**config.mk**
```make
export PLATFORM = sky130hd
export DESIGN_NAME = credit_tx
export DESIGN_NICKNAME = d
export VERILOG_FILES = /design/src/rtl/credit_tx_pkg.sv /design/src/rtl/credit_counter.sv /design/src/rtl/credit_tx.sv
export SDC_FILE = /design/constraint.sdc
export NUM_CORES = 1
export LEC_CHECK = 0
export BUFFER_PORTS_ARGS = -buffer_cell sky130_fd_sc_hd__buf_2
export CAP_MARGIN = 20
export CORE_AREA = 2 2 39 41
export CTS_BUF_LIST = sky130_fd_sc_hd__clkbuf_8
export DETAILED_ROUTE_END_ITERATION = 6
export DIE_AREA = 0 0 41 43
export HOLD_SLACK_MARGIN = 0.05
export PLACE_DENSITY = 0.43
export SLEW_MARGIN = 20
export SYNTH_ARGS = -nofsm -noshare
export SYNTH_HDL_FRONTEND = slang
export SYNTH_HIERARCHICAL = 1
export SYNTH_SLANG_ARGS = --single-unit
export TNS_END_PERCENT = 10
```
**constraint.sdc**
```tcl
create_clock -name clk_i -period 1.35 [get_ports clk_i]
set_input_delay 0.0675 -clock clk_i [delete_from_list [all_inputs] [get_ports clk_i]]
set_output_delay 0.0675 -clock clk_i [all_outputs]
set_load 0.1 [all_outputs]
```
**src/rtl/credit_tx_pkg.sv**
```systemverilog
// rtl/credit_tx_pkg.sv - shared types and helpers for the credit transmitter
package credit_tx_pkg;

  // Net operation applied to the credit counter in one cycle
  typedef enum logic [1:0] {
    CntHold = 2'd0,
    CntInc  = 2'd1,
    CntDec  = 2'd2
  } cnt_op_e;

  // Simultaneous return and consume cancel out, so only a lone event moves the count
  function automatic cnt_op_e cnt_op(input logic inc, input logic dec);
    if (inc && !dec) begin
      return CntInc;
    end else if (dec && !inc) begin
      return CntDec;
    end
    return CntHold;
  endfunction

endpackage

```
**src/rtl/credit_counter.sv**
```systemverilog
// rtl/credit_counter.sv - saturating up/down credit counter with overflow strobe
module credit_counter
  import credit_tx_pkg::*;
#(
  parameter int unsigned  NumCredits = 2,
  localparam int unsigned CntWidth   = $clog2(NumCredits + 1)
) (
  input  logic                clk_i,
  input  logic                rst_ni,
  input  logic                inc_i,
  input  logic                dec_i,
  output logic [CntWidth-1:0] cnt_o,
  output logic                full_o,
  output logic                empty_o,
  output logic                overflow_o
);

  localparam logic [CntWidth-1:0] MaxCnt = CntWidth'(NumCredits);

  logic [CntWidth-1:0] cnt_q, cnt_d;
  cnt_op_e             op;

  // Next count; a return while already full saturates and raises overflow for this cycle
  always_comb begin
    op         = cnt_op(inc_i, dec_i);
    cnt_d      = cnt_q;
    overflow_o = 1'b0;
    case (op)
      CntInc: begin
        if (cnt_q == MaxCnt) begin
          overflow_o = 1'b1;
        end else begin
          cnt_d = cnt_q + CntWidth'(1);
        end
      end
      CntDec:  cnt_d = cnt_q - CntWidth'(1);
      default: cnt_d = cnt_q;
    endcase
  end

  // Counter register; reset grants the full receiver depth
  always_ff @(posedge clk_i or negedge rst_ni) begin
    if (!rst_ni) begin
      cnt_q <= MaxCnt;
    end else begin
      cnt_q <= cnt_d;
    end
  end

  assign cnt_o   = cnt_q;
  assign full_o  = (cnt_q == MaxCnt);
  assign empty_o = (cnt_q == '0);

endmodule

```
**src/rtl/credit_tx.sv**
```systemverilog
// rtl/credit_tx.sv - credit-based link transmitter with registered beat output
module credit_tx
  import credit_tx_pkg::*;
#(
  parameter type          T          = logic,
  parameter int unsigned  NumCredits = 2,
  localparam int unsigned CntWidth   = $clog2(NumCredits + 1)
) (
  input  logic                clk_i,
  input  logic                rst_ni,
  input  logic                valid_i,
  output logic                ready_o,
  input  T                    data_i,
  output logic                valid_o,
  output T                    data_o,
  input  logic                credit_i,
  output logic [CntWidth-1:0] credits_o,
  output logic                idle_o,
  output logic                err_o
);

  if (NumCredits < 1) begin : g_bad_credits
    $error("credit_tx: NumCredits must be at least 1");
  end

  logic acc;
  logic full, empty, overflow;
  logic valid_q, valid_d;
  T     data_q, data_d;
  logic err_q, err_d;

  credit_counter #(
    .NumCredits(NumCredits)
  ) u_credit_counter (
    .clk_i     (clk_i),
    .rst_ni    (rst_ni),
    .inc_i     (credit_i),
    .dec_i     (acc),
    .cnt_o     (credits_o),
    .full_o    (full),
    .empty_o   (empty),
    .overflow_o(overflow)
  );

  // ready comes only from the registered count, keeping link inputs off any output path
  assign ready_o = !empty;
  assign acc     = valid_i && ready_o;

  // Capture the beat on accept; data holds between beats, error is sticky until reset
  always_comb begin
    valid_d = acc;
    data_d  = data_q;
    err_d   = err_q || overflow;
    if (acc) begin
      data_d = data_i;
    end
  end

  // Output and error registers; reset drops any pending beat at once
  always_ff @(posedge clk_i or negedge rst_ni) begin
    if (!rst_ni) begin
      valid_q <= 1'b0;
      data_q  <= '0;
      err_q   <= 1'b0;
    end else begin
      valid_q <= valid_d;
      data_q  <= data_d;
      err_q   <= err_d;
    end
  end

  assign valid_o = valid_q;
  assign data_o  = data_q;
  assign idle_o  = full;
  assign err_o   = err_q;

  // Upstream should hold its payload while stalled
  a_data_stable : assert property (@(posedge clk_i) disable iff (!rst_ni)
      (valid_i && !ready_o) |=> (!valid_i || $stable(data_i)))
    else $warning("credit_tx: data_i changed while stalled");

endmodule

```
==> impl_metrics.env <==
export IMPL_outcome="complete, but fails checks"
export IMPL_violations_in_the_final_reports="negative setup slack"
export IMPL_worstPathArrival_ps=1500
export IMPL_critical_path_cell_count=6
export IMPL_detailedRoute_firstPassIterationCount=2
export IMPL_final_hold_violation_count=0
export IMPL_hpwl_um=414
export IMPL_cts_htree_levels=1
export IMPL_grt_first_pass_wirelength_um=890
export IMPL_antenna_violations_before_repair=0
export IMPL_std_cell_rows=14
export IMPL_final_cycle_share=1.00
export IMPL_post_synthesis_instance_area_um2=253
export IMPL_vias=211
export IMPL_drv_slew=0
export IMPL_hp_class="input port to register"
export IMPL_worst_setup_path_type="register to register"
export IMPL_finalCriticalPeriod_ps=1360
export IMPL_finalWorstSetupSlack_ps=-6.42
export IMPL_route_detailed_wl_per_inst_um=8.59
export IMPL_placedCellCount=52
export IMPL_count_of_mapped_cells_out_of_synthesis=20
export IMPL_die_h_um=43
export IMPL_critical_path_top_delay_family="flip-flops"
export IMPL_critical_path_n_buffers_inverters=1
export IMPL_core_um2=1380
export IMPL_initialDrtViolationCount=1
export IMPL_drt_total_wl_um=498
export IMPL_cpPeakStageDelay_ps=620
export IMPL_postRouteAntennaNets=0
export IMPL_timing_reg2reg_worst_path_depth=6
export IMPL_numCtsBuffers=3
export IMPL_worst_path_most_repeated_cell="nor2b_4"
export IMPL_post_synth_num_cell_types=12
export IMPL_drt_vias_per_instance=3.64
export IMPL_gp_routability_congestion=0.662
export IMPL_drive_gt1_frac=0.786
export IMPL_worst_slew_margin_rel=0.680
export IMPL_num_nets_final=48
export IMPL_cts_tree="done"
export IMPL_place_port_buffers=11
export IMPL_max_clock_path_buffers=2
export IMPL_timing_critical_path_cells="nor2_4, nor2b_4, nor2b_4, buf_6, mux2i_2, xnor2_1"
export IMPL_slowest_stage="dfstp_4"
export IMPL_fp_dieW_um=41
export IMPL_final_clock_skew_ps=1.23
export IMPL_worst_skew_pair_late_latency_ps=210
export IMPL_fmax_mhz=737
export IMPL_num_fill_cells=148
export IMPL_num_antenna_cells=0
export IMPL_ys_warn_count=6
export IMPL_timing_worst_slew_pin_value_ps=484
export IMPL_grt_usage=0.0797
export IMPL_report_final_setup_viol=2
export IMPL_holdPathStages=2
export IMPL_die_outline_area_um2=1760
export IMPL_start_util=0.183
export IMPL_crit_path_end_kind="register"
export IMPL_crit_path_max_fanout=3
export IMPL_area_growth_pct=100
export IMPL_stdcell_count=58
export IMPL_clk_transition_reported_paths_ps=30
export IMPL_synthesis_nets=25
export IMPL_grt_start_max_net_pins=6
export IMPL_synth_ff_latch_count=5
export IMPL_grt_setup_unrepaired="true"
export IMPL_cts_sink_count=5
export IMPL_route_detailed_drc=0
export IMPL_grt_pass1_vias=221
export IMPL_io_pins=12
export IMPL_overflow_left_after_global_routing=0
export IMPL_max_cap_check_violation_count=0
export IMPL_critical_path_required_ps=1490
export IMPL_synth_yosys_seq_area_share=0.500
export IMPL_critical_path_source_type="register"
export IMPL_root_buffer="clkbuf_8"
export IMPL_avg_cell_area_syn_um2=12.6
==> per-layer routing <==
metal,track usage,vias up,share of wire
met5,0,-,0
met4,0.0600,0,0
met3,0.0314,0,0.066
met2,0.0969,8,0.46
met1,0.108,97,0.47
li1,-,106,-
==> timing repair <==
action | in CTS | in global routing
resized for setup | 5 | 1
setup endpoints to repair | 6 | 6
endpoints found under the hold margin | 5 | 0
hold buffers | 1 | 0
pin swaps | 4 | 2
buffers inserted | 1 | 0
==> layout by cell type (no fill, tap or decap) <==
cell           Yosys  routed
a211oi_1           1       1
and2_4             0       1
buf_12             0       3
buf_2              0       8
buf_4              0       4
buf_6              0       2
clkbuf_8           0       3
dfrtp_1            4       3
dfrtp_2            0       1
dfstp_4            0       1
dlygate4sd3_1      0       1
inv_1              2       1
inv_2              0       1
inv_4              0       1
mux2_4             1       1
mux2i_2            1       1
nor2_1             3       1
nor2_4             0       2
nor2b_4            3       3
o21a_1             1       1
or2_4              0       1
xnor2_1            1       1
==> sequential cells by signal, indices dropped and copies added (netlist names) <==
name / flops
data_o: 1
u_credit_counter/cnt_o: 2
valid_o: 1
err_o: 1
==> cell families (layout without fill, tap and decap cells) <==
group / count (synthesis) / count (layout) / share of synthesized area
mux: 2 / 2 / 0.114
buf+inv: 2 / 24 / 0.0297
flops: 5 / 5 / 0.500
xor+xnor: 1 / 1 / 0.0347
simple gates: 8 / 8 / 0.262
compound gates: 2 / 2 / 0.0594
==> cells in the mapped netlist <==
library cell / instances / share of area
a211oi_1: 1 / 0.030
and2_2: 1 / 0.030
dfrtp_1: 4 / 0.40
dfstp_2: 1 / 0.10
inv_1: 2 / 0.030
mux2_4: 1 / 0.059
mux2i_2: 1 / 0.054
nor2_1: 3 / 0.045
nor2b_4: 3 / 0.16
o21a_1: 1 / 0.030
or2_2: 1 / 0.025
xnor2_1: 1 / 0.035
==> final timing paths <==
check / startpoint / end / slack [ps]
max in group asynchronous: rst_ni / u_credit_counter/cnt_o[1]$_DFFE_PN1P_ / 940
min: data_i / data_o$_DFFE_PN0P_ / 90
min reg2reg: err_o$_DFF_PN0_ / err_o$_DFF_PN0_ / 480
max reg2reg: u_credit_counter/cnt_o[1]$_DFFE_PN1P_ / u_credit_counter/cnt_o[1]$_DFFE_PN1P_ / -6
max: u_credit_counter/cnt_o[1]$_DFFE_PN1P_ / u_credit_counter/cnt_o[1]$_DFFE_PN1P_ / -6
min in group asynchronous: rst_ni / data_o$_DFFE_PN0P_ / 200
==> through the flow <==
stage	util	cell area [µm²]	setup slack (ps)	TNS [ps]	hold slack [ps]
CTS	0.366	507	-31.6	-45.6	83.5
floorplan	-	269	-399	-1440	-228
global route	0.366	507	-93.8	-246	94.6
global placement	0.308	427	-62.4	-97.7	-118
finish	0.366	507	-6.42	-8.31	86.3
detailed placement	0.308	427	-75.3	-153	-111
==> final cells by class <==
type / instances / area, µm² / share of cell area
flip-flops and latches: 5 / 131 / 0.259
multi-input cells: 13 / 138 / 0.272
repair buffers: 18 / 163 / 0.321
inverters: 2 / 10.0 / 0.0198
clock buffers: 3 / 41.3 / 0.0815
clock inverters: 1 / 3.75 / 0.00741
well taps: 16 / 20.0 / 0.0395
Power is not shown: default switching activity piles up to over one toggle a cycle in this logic, so the estimate is an artifact.
